`src/rtl/uart_tx_stream_ctrl.sv`:
```
`default_nettype none
// ============================================================================
// Module      : uart_tx_stream_ctrl
// Description : Streams a programmed block of bytes from a synchronous-read
//               memory into uart_tx, one byte per uart_tx start/done
//               handshake, with read latency, inter-byte gap, watchdog and
//               abort handling.
// Revision    : 1.0 - initial release
// ============================================================================
module uart_tx_stream_ctrl #(
    parameter int ADDR_W         = 4,
    parameter int DATA_W         = 8,
    parameter int MAX_BYTES      = 16,
    parameter int RD_LATENCY     = 1,
    parameter int GAP_CYCLES     = 0,
    parameter int TIMEOUT_CYCLES = 0,
    localparam int CNT_W         = $clog2(MAX_BYTES + 1)
) (
    input  logic              clk,
    input  logic              rstn,
    input  logic              start,
    input  logic [ADDR_W-1:0] base_addr,
    input  logic [CNT_W-1:0]  byte_count,
    input  logic              abort,
    output logic [ADDR_W-1:0] mem_read_addr,
    output logic              mem_read_enable,
    input  logic [DATA_W-1:0] mem_read_data,
    output logic [DATA_W-1:0] uart_tx_data,
    output logic              uart_tx_start,
    input  logic              uart_tx_done,
    output logic              busy,
    output logic [CNT_W-1:0]  bytes_sent,
    output logic              transmission_done,
    output logic              timeout_err
);

    // Counter widths; each counter runs 0..N-1 and needs at least one bit.
    localparam int c_LAT_W = (RD_LATENCY > 1)     ? $clog2(RD_LATENCY)     : 1;
    localparam int c_GAP_W = (GAP_CYCLES > 1)     ? $clog2(GAP_CYCLES)     : 1;
    localparam int c_WD_W  = (TIMEOUT_CYCLES > 1) ? $clog2(TIMEOUT_CYCLES) : 1;

    localparam logic [c_LAT_W-1:0] c_LAT_LAST = c_LAT_W'(RD_LATENCY - 1);
    localparam logic [c_GAP_W-1:0] c_GAP_LAST = c_GAP_W'((GAP_CYCLES > 0) ? GAP_CYCLES - 1 : 0);
    localparam logic [c_WD_W-1:0]  c_WD_LAST  = c_WD_W'((TIMEOUT_CYCLES > 0) ? TIMEOUT_CYCLES - 1 : 0);
    localparam logic [CNT_W-1:0]   c_MAX_CNT  = CNT_W'(MAX_BYTES);
    localparam bit                 c_GAP_EN   = (GAP_CYCLES > 0);
    localparam bit                 c_WD_EN    = (TIMEOUT_CYCLES > 0);

    typedef enum logic [2:0] {
        S_IDLE    = 3'd0,
        S_READ    = 3'd1,
        S_LATENCY = 3'd2,
        S_WAIT    = 3'd3,
        S_GAP     = 3'd4,
        S_DONE    = 3'd5
    } state_t;

    state_t              r_state,         w_state_nxt;
    logic [ADDR_W-1:0]   r_base,          w_base_nxt;
    logic [CNT_W-1:0]    r_count,         w_count_nxt;
    logic [CNT_W-1:0]    r_idx,           w_idx_nxt;
    logic [c_LAT_W-1:0]  r_lat,           w_lat_nxt;
    logic [c_GAP_W-1:0]  r_gap,           w_gap_nxt;
    logic [c_WD_W-1:0]   r_wd,            w_wd_nxt;
    logic [ADDR_W-1:0]   r_rd_addr,       w_rd_addr_nxt;
    logic                r_rd_en,         w_rd_en_nxt;
    logic [DATA_W-1:0]   r_tx_data,       w_tx_data_nxt;
    logic                r_tx_start,      w_tx_start_nxt;
    logic                r_busy,          w_busy_nxt;
    logic [CNT_W-1:0]    r_bytes_sent,    w_bytes_sent_nxt;
    logic                r_xfer_done,     w_xfer_done_nxt;
    logic                r_timeout_err,   w_timeout_err_nxt;
    logic [CNT_W-1:0]    w_idx_inc;

    assign w_idx_inc = r_idx + CNT_W'(1);

    // Next-state and next-output logic; read strobe and address are set on
    // the transition into READ so the strobe is high during the READ cycle.
    always_comb begin
        w_state_nxt       = r_state;
        w_base_nxt        = r_base;
        w_count_nxt       = r_count;
        w_idx_nxt         = r_idx;
        w_lat_nxt         = r_lat;
        w_gap_nxt         = r_gap;
        w_wd_nxt          = r_wd;
        w_rd_addr_nxt     = r_rd_addr;
        w_rd_en_nxt       = 1'b0;
        w_tx_data_nxt     = r_tx_data;
        w_tx_start_nxt    = 1'b0;
        w_busy_nxt        = r_busy;
        w_bytes_sent_nxt  = r_bytes_sent;
        w_xfer_done_nxt   = 1'b0;
        w_timeout_err_nxt = r_timeout_err;

        case (r_state)
            S_IDLE: begin
                if (start) begin
                    w_timeout_err_nxt = 1'b0;
                    w_bytes_sent_nxt  = '0;
                    w_idx_nxt         = '0;
                    if (byte_count == '0) begin
                        // Empty transfer: report completion without touching memory.
                        w_state_nxt     = S_DONE;
                        w_xfer_done_nxt = 1'b1;
                    end else begin
                        w_base_nxt    = base_addr;
                        w_count_nxt   = (byte_count > c_MAX_CNT) ? c_MAX_CNT : byte_count;
                        w_busy_nxt    = 1'b1;
                        w_state_nxt   = S_READ;
                        w_rd_en_nxt   = 1'b1;
                        w_rd_addr_nxt = base_addr;
                    end
                end
            end
            S_READ: begin
                w_lat_nxt   = '0;
                w_state_nxt = S_LATENCY;
            end
            S_LATENCY: begin
                if (r_lat == c_LAT_LAST) begin
                    w_tx_data_nxt  = mem_read_data;
                    w_tx_start_nxt = 1'b1;
                    w_wd_nxt       = '0;
                    w_state_nxt    = S_WAIT;
                end else begin
                    w_lat_nxt = r_lat + c_LAT_W'(1);
                end
            end
            S_WAIT: begin
                if (uart_tx_done) begin
                    w_bytes_sent_nxt = r_bytes_sent + CNT_W'(1);
                    w_idx_nxt        = w_idx_inc;
                    if (w_idx_inc == r_count) begin
                        w_state_nxt     = S_DONE;
                        w_xfer_done_nxt = 1'b1;
                        w_busy_nxt      = 1'b0;
                    end else if (c_GAP_EN) begin
                        w_gap_nxt   = '0;
                        w_state_nxt = S_GAP;
                    end else begin
                        w_state_nxt   = S_READ;
                        w_rd_en_nxt   = 1'b1;
                        w_rd_addr_nxt = r_base + ADDR_W'(w_idx_inc);
                    end
                end else if (c_WD_EN && (r_wd == c_WD_LAST)) begin
                    // Watchdog expiry ends the transfer; the stalled byte is not counted.
                    w_timeout_err_nxt = 1'b1;
                    w_state_nxt       = S_DONE;
                    w_xfer_done_nxt   = 1'b1;
                    w_busy_nxt        = 1'b0;
                end else begin
                    w_wd_nxt = r_wd + c_WD_W'(1);
                end
            end
            S_GAP: begin
                if (r_gap == c_GAP_LAST) begin
                    w_state_nxt   = S_READ;
                    w_rd_en_nxt   = 1'b1;
                    w_rd_addr_nxt = r_base + ADDR_W'(r_idx);
                end else begin
                    w_gap_nxt = r_gap + c_GAP_W'(1);
                end
            end
            S_DONE: begin
                w_state_nxt = S_IDLE;
            end
            default: begin
                w_state_nxt = S_IDLE;
                w_busy_nxt  = 1'b0;
            end
        endcase

        // Abort overrides everything outside IDLE, including a same-cycle done.
        if (abort && (r_state != S_IDLE)) begin
            w_state_nxt       = S_IDLE;
            w_rd_en_nxt       = 1'b0;
            w_tx_start_nxt    = 1'b0;
            w_tx_data_nxt     = r_tx_data;
            w_busy_nxt        = 1'b0;
            w_xfer_done_nxt   = 1'b0;
            w_bytes_sent_nxt  = r_bytes_sent;
            w_idx_nxt         = r_idx;
            w_timeout_err_nxt = r_timeout_err;
        end
    end

    // State and output registers with synchronous active-low reset.
    always_ff @(posedge clk) begin
        if (!rstn) begin
            r_state       <= S_IDLE;
            r_base        <= '0;
            r_count       <= '0;
            r_idx         <= '0;
            r_lat         <= '0;
            r_gap         <= '0;
            r_wd          <= '0;
            r_rd_addr     <= '0;
            r_rd_en       <= 1'b0;
            r_tx_data     <= '0;
            r_tx_start    <= 1'b0;
            r_busy        <= 1'b0;
            r_bytes_sent  <= '0;
            r_xfer_done   <= 1'b0;
            r_timeout_err <= 1'b0;
        end else begin
            r_state       <= w_state_nxt;
            r_base        <= w_base_nxt;
            r_count       <= w_count_nxt;
            r_idx         <= w_idx_nxt;
            r_lat         <= w_lat_nxt;
            r_gap         <= w_gap_nxt;
            r_wd          <= w_wd_nxt;
            r_rd_addr     <= w_rd_addr_nxt;
            r_rd_en       <= w_rd_en_nxt;
            r_tx_data     <= w_tx_data_nxt;
            r_tx_start    <= w_tx_start_nxt;
            r_busy        <= w_busy_nxt;
            r_bytes_sent  <= w_bytes_sent_nxt;
            r_xfer_done   <= w_xfer_done_nxt;
            r_timeout_err <= w_timeout_err_nxt;
        end
    end

    assign mem_read_addr     = r_rd_addr;
    assign mem_read_enable   = r_rd_en;
    assign uart_tx_data      = r_tx_data;
    assign uart_tx_start     = r_tx_start;
    assign busy              = r_busy;
    assign bytes_sent        = r_bytes_sent;
    assign transmission_done = r_xfer_done;
    assign timeout_err       = r_timeout_err;

endmodule
`default_nettype wire

```
`config.mk`:
```
export PLATFORM = sky130hd
export DESIGN_NAME = uart_tx_stream_ctrl
export DESIGN_NICKNAME = d
export VERILOG_FILES = /design/src/rtl/uart_tx_stream_ctrl.sv
export SDC_FILE = /design/constraint.sdc
export NUM_CORES = 1
export LEC_CHECK = 0
export CORE_MARGIN = 1
export CORE_UTILIZATION = 45
export DETAILED_ROUTE_END_ITERATION = 10
export PLACE_DENSITY = 0.87
export SYNTH_ARGS = -nofsm -noshare
export SYNTH_HDL_FRONTEND = slang
export SYNTH_SLANG_ARGS = --single-unit
```
`constraint.sdc`:
```
create_clock -name clk -period 2.3 [get_ports clk]
set_input_delay 0.46 -clock clk [delete_from_list [all_inputs] [get_ports clk]]
set_output_delay 0.46 -clock clk [all_outputs]
set_load 0.02 [all_outputs]
```
### Yosys cells after proc, flatten, opt, wreduce, memory -nomap -nowiden

Cells that the tools add are included.

| storage, ports and cells | value |
|---|---|
| bits in registers | 40 |
| latch bits | 0 |
| bits in writable memories | 0 |
| bits in read-only memories | 0 |
| input port bits | 22 |
| output and inout port bits | 22 |
| word-level logic and storage cells | 94 |
| memories | 0 |

| operators by class | value |
|---|---|
| $add $sub $neg | 6 |
| multipliers | 0 |
| div/mod/pow operators | 0 |
| $lt $le $gt $ge | 1 |
| eq/ne operators | 13 |
| shift-type cells | 0 |
| mux-type cells | 39 |
| bitwise operators | 6 |
| reductions and logical operators | 16 |

Operators by type and width:

| kind | count |
|---|---|
| $mux W4 | 5 |
| $mux W5 | 4 |
| $pmux W5 S2 | 2 |
| $mux W3 | 6 |
| $mux W1 | 16 |
| $pmux W3 S5 | 1 |
| $ne A2 B2 Y1 const B | 7 |
| $pmux W4 S3 | 1 |
| $add A5 B1 Y5 const B | 2 |
| $add A4 B4 Y4 | 2 |
| $reduce_and A4 Y1 | 2 |
| $eq A3 B2 Y1 const B | 2 |
| $eq A3 B3 Y1 const B | 2 |
| $not A1 Y1 | 6 |
| $pmux W1 S3 | 2 |
| $reduce_and A3 Y1 | 2 |
| $reduce_and A6 Y1 | 1 |
| $reduce_bool A3 Y1 | 2 |
| $eq A5 B5 Y1 | 1 |
| $gt A5 B5 Y1 const B | 1 |
| $logic_not A5 Y1 | 1 |
| $reduce_and A5 Y1 | 1 |
| $pmux W1 S2 | 2 |
| $reduce_bool A2 Y1 | 2 |
| other kinds (7) | 8 |

### Depth between registers and ports, before layout

Gate-level depths: netlist (run 1).

| depth | value |
|---|---|
| depth in word-level cells | 5 |
| depth in mapped cells | 10 |
| gate-level depth less buffers | 9 |

### Worst setup path after synthesis (run 1)

OpenSTA, ideal clock, no wires.

| timing | value |
|---|---|
| path kind | reg2reg |
| start point | register r_state[1] |
| end point | register r_rd_addr[3], in the netlist mem_read_addr[3] |
| setup time | 72 ps |
| arrival time | 2254 ps |
| required time | 2228 ps |
| slack | -26 ps |
| stages on the path, launching flop included | 10 |
| path buffers | 1 |
| clock period less this slack | 2326 ps |
| cell sequence | dfxtp_1 > or3b_1 > buf_6 > mux2_2 > ha_1 > a21o_1 > a2111o_1 > o211ai_2 > o211ai_1 > mux2i_1 |

| between the ends | value |
|---|---|
| cells in the longest elaborated chain, start to end | 3 |
| elaborated cells on any way between the ends | 11 |
| those cells by class | eq/ne (7); mux (1); reduce/logical (3) |

RTL lines:

| what | line | source |
|---|---|---|
| from (decl) | 58 | `state_t r_state, w_state_nxt;` |
| from (signal assigned) | 207 | `r_state <= w_state_nxt;` |
| $eq A3 B2 Y1, or another cell as far along | 96 | `case (r_state)` |
| $ne A2 B2 Y1 (no line) / $reduce_bool A3 Y1 (equally long branches) | -- |  |
| $reduce_and A6 Y1 (no line) | -- |  |
| to (signal assigned) | 214 | `r_rd_addr <= w_rd_addr_nxt;` |
| to (decl) | 65 | `logic [ADDR_W-1:0] r_rd_addr, w_rd_addr_nxt;` |

Parallel ways exist; a longest one is shown, timed or not.
A chain may end at the register's enable or synchronous reset.

### Final worst setup path (run 1)

Same ends and word-level chain as after synthesis.

==> results of run 1 <==
==> logic make-up (layout without fill, tap and decap cells) <==
kind of cell	Yosys count	in the layout	share of synthesized area, %
AO/OA/AOI/OAI	48	48	15.9
XOR/XNOR	19	19	8.31
adder cells (fa/ha/maj)	6	6	3.95
buffers and inverters	16	68	5.68
flip-flops	38	38	36.4
multiplexers	6	6	2.93
other	1	1	0.179
AND/OR/NAND/NOR	108	108	26.7
==> power breakdown <==
part           switching, mW  internal (mW)  total [mW]
logic                  0.163          0.149       0.312
registers             0.0195          0.685       0.705
clock network          0.246          0.463       0.709
total                  0.428           1.30        1.73
==> per-layer routing <==
metal  wire (um)  share of wire (%)  global-route usage (%)
met1        2170                 44                    27.2
met2        2410                 49                    34.5
met3         280                5.6                    5.05
met4         100                2.0                    9.56
met5           0                  0                       0
==> path summary, 6_finish.rpt <==
kind,slack (ns),cells past startpoint,endpoint
hold reg to reg,0.46,2,uart_tx_data[4]$_SDFFE_PN0P_
hold / removal,0.46,2,uart_tx_data[4]$_SDFFE_PN0P_
setup / recovery,0.06,8,mem_read_addr[3]$_SDFFE_PN0P_
setup reg to reg,0.06,8,mem_read_addr[3]$_SDFFE_PN0P_
==> repair_timing <==
item                       CTS  global route
pin swaps                    1             4
cloned                       0             0
hold buffers                 0             0
resized for setup            2             4
setup endpoints to repair    2             2
setup buffers                1             0
==> flip-flops by register name, indices dropped and copies added (netlist names) <==
name	count
uart_tx_start	1
r_base	4
transmission_done	1
busy	1
r_idx	5
r_state	3
mem_read_enable	1
uart_tx_data	8
r_count	5
bytes_sent	5
mem_read_addr	4
==> stage by stage <==
step	setup TNS, ns	hold WS [ns]	cell area, um2
floorplan	0	0.441	2100
global placement	0	0.442	2570
detailed placement	-0.0208	0.446	2570
CTS	0	0.457	2730
global route	-0.0271	0.482	2750
finish	0	0.460	2750
==> layout by cell type (no fill, tap or decap), drive strengths merged, types with 5 or more instances in the layout <==
master / netlist / layout
a21oi: 24 / 24
buf: 7 / 14
clkbuf: 5 / 6
clkdlybuf4s50: 0 / 42
dfxtp: 38 / 38
ha: 5 / 5
mux2i: 5 / 5
nand2: 37 / 37
nand3: 7 / 7
nor2: 24 / 24
nor3: 10 / 10
nor3b: 6 / 6
o21ai: 8 / 8
xnor2: 10 / 10
xor2: 9 / 9
==> critical path, stage by stage, from the launching register on <==
cell,delay [ns]
dfxtp_2,0.33
or3b_4,0.42
mux2_4,0.34
ha_4,0.22
a21o_1,0.19
a2111o_1,0.37
o211ai_2,0.08
o211ai_1,0.10
mux2i_1,0.12
==> final cells by class <==
class / instances / area share (%)
inverters: 4 / 0.545
repair buffers: 56 / 19.1
clock buffers: 6 / 3.00
multi-input cells: 188 / 45.0
well taps: 52 / 2.36
clock inverters: 2 / 2.18
flip-flops and latches: 38 / 27.8
==> results_dict.tcl, run 1 <==
set metrics [dict create \
    core_area_um2 4410 \
    area_delta_synth_final_pct 31.6 \
    grt_use_total_pct 21.4 \
    dr_total_vias 1906 \
    antenna-diode-count 0 \
    ys_seq_elements 38 \
    cts_tree "built" \
    syn_nets 270 \
    rows 24 \
    max-vdd-ir-drop_uv 349 \
    cts_made_buffers 5 \
    min_from "uart_tx_data[4]$_SDFFE_PN0P_" \
    synthTopCellsByCount "38 x dfxtp_1, 37 x nand2_1, 23 x a21oi_1, 23 x nor2_1, 10 x nor3_1" \
    max_clock_freq_mhz 447 \
    regArea_um2 764 \
    drive_gt1_share_pct 15.3 \
    cp_data_arrival_time_ns 2.47 \
    power_density_nw_per_um2 627 \
    crit_path_end_kind "flip-flop" \
    nets 321 \
    die_x_um 70.2 \
    fin_util_pct 62.4 \
    ys_types 56 \
    finalSetupViolations 0 \
    initial_utilization_pct 47.4 \
    grt_max_degree 24 \
    cap_viol_max_count 0 \
    ctsLongestPathBuffers 2 \
    dp_slack_ns -0.0157 \
    grt_antenna_before_repair 0 \
    grt_pass1_wl_mm 8.34 \
    hp-class "reg -> reg" \
    syn_area_um2 2090 \
    power_leakage_nw 1.02 \
    avgRoutedWirePerCell_um 14.4 \
    detail_route.vias_per_cell 5.51 \
    dr.pass1.iters 4 \
    insertion_delay_ns 0.29 \
    synth_ff_type "dfxtp_1" \
    setup_ws_ns 0.0622 \
    maxSlewViolCount 0 \
    power.total_mw 1.73 \
    path_max_fanout 3 \
    grt_pass1_vias 1785 \
    die_h_um 70.2 \
    ys_seq_area_share_pct 36.4 \
    n_fill_cell 378 \
    io_buffers 42 \
    synthTopCellsByArea "dfxtp_1 36%, nand2_1 6.6%, a21oi_1 5.5%" \
    io_pins 44 \
    syn_inst 242 \
    clock_sinks 38 \
    gp_congestion 0.881 \
    finalWirelength_mm 4.97 \
    dp_hpwl_mm 3.56 \
    drc_errors 0 \
    multiInputGateArea_um2 1240 \
    synth_top_area_share_pct 36.4 \
    synth_edf_count 0 \
    status "complete, no violations" \
    start_kind "flip-flop" \
    hold_viol 0 \
    cts_max_level 2 \
    cp_data_required_time_ns 2.53 \
    reg2reg_from "r_state[1]$_SDFFE_PP0P_" \
    synthArstFlopShare_pct 0 \
    layout_min_cycle_time_ns 2.24 \
    criticalPathCategory "reg -> reg" \
    fin_crit_sh_pct 97.3 \
    fin_skew_ns 0.00871 \
    startpoint "r_state[1]$_SDFFE_PP0P_" \
    cts.clk_slew.worst_paths_ns 0.08 \
    syn_area_per_cell_um2 8.64 \
    cts_root_buf "clkbuf_8" \
    stdcell_count 346 \
    dp_cells 337 \
    drt_iter0_markers 132 \
    grt_overflow_total 0 \
    postRouteAntennaNets 0 \
    yosysWarningCount 0 \
    dieArea_um2 4930 \
    synth_top_area_cell "dfxtp_1" \
    yosysMostFrequentCell "dfxtp_1" \
    rsz0062_at_grt "yes" \
]
(Power assumes the default switching activity.)
==> run 2, diff against run 1 <==
Settings changed: ABC_CLOCK_PERIOD_IN_PS set to 2300.
==> results of run 2 <==
The final DEF is identical to that of run 1; final timing and power are the same.
==> run 3, diff against run 2 <==
Settings changed: CORE_UTILIZATION 45 to 46, PLACE_DENSITY 0.87 to 0.82, SLEW_MARGIN set to 20.
==> run 3 against run 2 <==
Net effect:
- critical path type unchanged
- largest cell class unchanged
- power fell by 12%
- sequential share of layout area increased by 0.35 points
- setup slack worse by 0.015 ns
- clock skew shrank 0.00077 ns
- count of clock-buffer cells in the layout is the same
==> results_dict.tcl, run 3 (synthesized netlist as in run 1, its figures left out) <==
set metrics [dict create \
    status "complete, no violations" \
    detail_route.vias_per_cell 5.35 \
    placed_area_um2 2580 \
    fin_crit_sh_pct 97.9 \
    layout_common_cells "42 x clkdlybuf4s50_1, 37 x nand2_1, 35 x dfxtp_1, 23 x nor2_1, 22 x a21oi_1" \
    grt_use_met2_pct 33.8 \
    power_leakage_nw 1.00 \
    cp_data_arrival_time_ns 2.49 \
    die_h_um 69.4 \
    layout_min_cycle_time_ns 2.25 \
    crit_path_end "mem_read_addr[3]$_SDFFE_PN0P_" \
    gp_congestion 0.873 \
    drc_errors 0 \
    finalWirelength_mm 4.72 \
    hold_viol 0 \
    dp_hpwl_mm 3.39 \
    grt_overflow_total 0 \
    dr_total_vias 1851 \
    cts_tree "built" \
    power.total_mw 1.51 \
    postRouteAntennaNets 0 \
    initial_utilization_pct 48.0 \
    grt_use_met1_pct 26.8 \
    dr.pass1.iters 4 \
    maxSlewViolCount 0 \
    final_area_um2 2720 \
    setup_ws_ns 0.0475 \
    cp_num_cells 8 \
    area_delta_synth_final_pct 30.0 \
    fin_skew_ns 0.00794 \
    antenna-diode-count 0 \
    rsz0062_at_grt "yes" \
    cts_made_buffers 5 \
    avgRoutedWirePerCell_um 13.6 \
    nets 321 \
    cpLargestDelayFamily "compound AO/OA/AOI/OAI gates" \
    insertion_delay_ns 0.30 \
    r2r_cells 8 \
    grt_use_total_pct 21.2 \
    max-vdd-ir-drop_uv 333 \
    crit_path_end_kind "flip-flop" \
    path_max_fanout 4 \
    r2r_slack_ns 0.05 \
    slowest_stage "or3b_4" \
    grt_pass1_wl_mm 8.15 \
    hold_slack_ns 0.458 \
    io_buffers 42 \
    finalSetupViolations 0 \
    path_buf_inv 0 \
    drive_gt1_share_pct 16.0 \
    cap_viol_max_count 0 \
    hp-class "reg -> reg" \
    max_clock_freq_mhz 444 \
    ctsHoldBuffers 0 \
    crit_path_cell_trace "or3b_4 -> mux2_4 -> ha_4 -> a21o_1 -> a2111o_1 -> o211ai_2 -> o211ai_1 -> mux2i_1" \
    reg2reg_to "mem_read_addr[3]$_SDFFE_PN0P_" \
    largest_reg_flops 8 \
    rows 24 \
    core_area_um2 4350 \
    grt_pass1_vias 1823 \
    grt_antenna_before_repair 0 \
    start_kind "flip-flop" \
    cts.clk_slew.worst_paths_ns 0.08 \
    dp_slack_ns -0.0312 \
    cp_data_required_time_ns 2.54 \
    dieArea_um2 4820 \
    clock_sinks 38 \
    ctsLongestPathBuffers 2 \
    drt_iter0_markers 123 \
    final_common_cell "clkdlybuf4s50_1" \
    io_pins 44 \
    fin_util_pct 62.4 \
    startpoint "r_state[1]$_SDFFE_PP0P_" \
    grt_max_degree 24 \
    tightest_slew_ns 0.509 \
    reg2reg_from "r_state[1]$_SDFFE_PP0P_" \
    cts_max_level 2 \
    power_density_nw_per_um2 556 \
    die_x_um 69.4 \
    slowest_delay_ns 0.43 \
    criticalPathCategory "reg -> reg" \
    grt.busiest_layer "met2" \
    cts_root_buf "clkbuf_8" \
    slew_headroom_pct 65.7 \
    met3_usage_pct 4.07 \
]
==> run 3: changes by cell type in the layout (fill, tap and decap cells not counted), sizes merged <==
cell,delta
bufinv,-2
clkinvlp,+1
clkinv,+1
==> run 3: worst min-delay path by stage <==
| stage | startpoint | depth (start not counted) | slack, ns | endpoint |
|---|---|---|---|---|
| 6_report | uart_tx_data[5]$_SDFFE_PN0P_ | 2 | 0.46 | uart_tx_data[5]$_SDFFE_PN0P_ |
| 2_1_floorplan | r_base[0]$_SDFFE_PN0P_ | 2 | 0.44 | r_base[0]$_SDFFE_PN0P_ |
| 3_3_place_gp | uart_tx_data[4]$_SDFFE_PN0P_ | 2 | 0.44 | uart_tx_data[4]$_SDFFE_PN0P_ |
| 3_5_place_dp | uart_tx_data[5]$_SDFFE_PN0P_ | 2 | 0.45 | uart_tx_data[5]$_SDFFE_PN0P_ |
| 4_1_cts | uart_tx_data[5]$_SDFFE_PN0P_ | 2 | 0.46 | uart_tx_data[5]$_SDFFE_PN0P_ |
| 5_1_grt | uart_tx_data[5]$_SDFFE_PN0P_ | 2 | 0.47 | uart_tx_data[5]$_SDFFE_PN0P_ |
==> run 3: worst reg2reg max path, delay by kind of cell (launching register included) <==
kind	cells	cell delay, ns
fa+ha+maj	1	0.21
compound gates	4	0.74
simple gates	1	0.43
mux	2	0.49
flops	1	0.33
==> run 3: final cells by class <==
cell class	count	area, um2
sequential	38	764
clock inverter	2	12.5
inverter	4	15.0
timing repair buffer	56	526
tap	52	65.1
clock buffer	6	82.6
fill	359	1640
multi-input combinational	188	1250
==> run 3: stage by stage <==
step	instances	TNS [ns]
floorplan	242	0
global placement	338	0
detailed placement	338	-0.0312
CTS	346	0
global route	346	-0.0339
finish	346	0
==> run 3: power by group <==
| group | leakage (nW) | switching [mW] | internal, mW | total, mW |
|---|---|---|---|---|
| combinational | 0.643 | 0.163 | 0.150 | 0.313 |
| clock | 0.0472 | 0.253 | 0.241 | 0.494 |
| sequential | 0.310 | 0.0184 | 0.685 | 0.704 |
==> run 3: per-layer routing <==
layer | routed length (um) | vias up
li1 | - | 935
met1 | 2200 | 851
met2 | 2170 | 52
met3 | 219 | 13
met4 | 135 | 0
met5 | 0 | -
==> run 3: repair_timing <==
action / in CTS / in global routing
gates resized for setup: 1 / 7
setup endpoints to repair: 1 / 3
pin swaps: 0 / 7
buffers inserted: 0 / 0
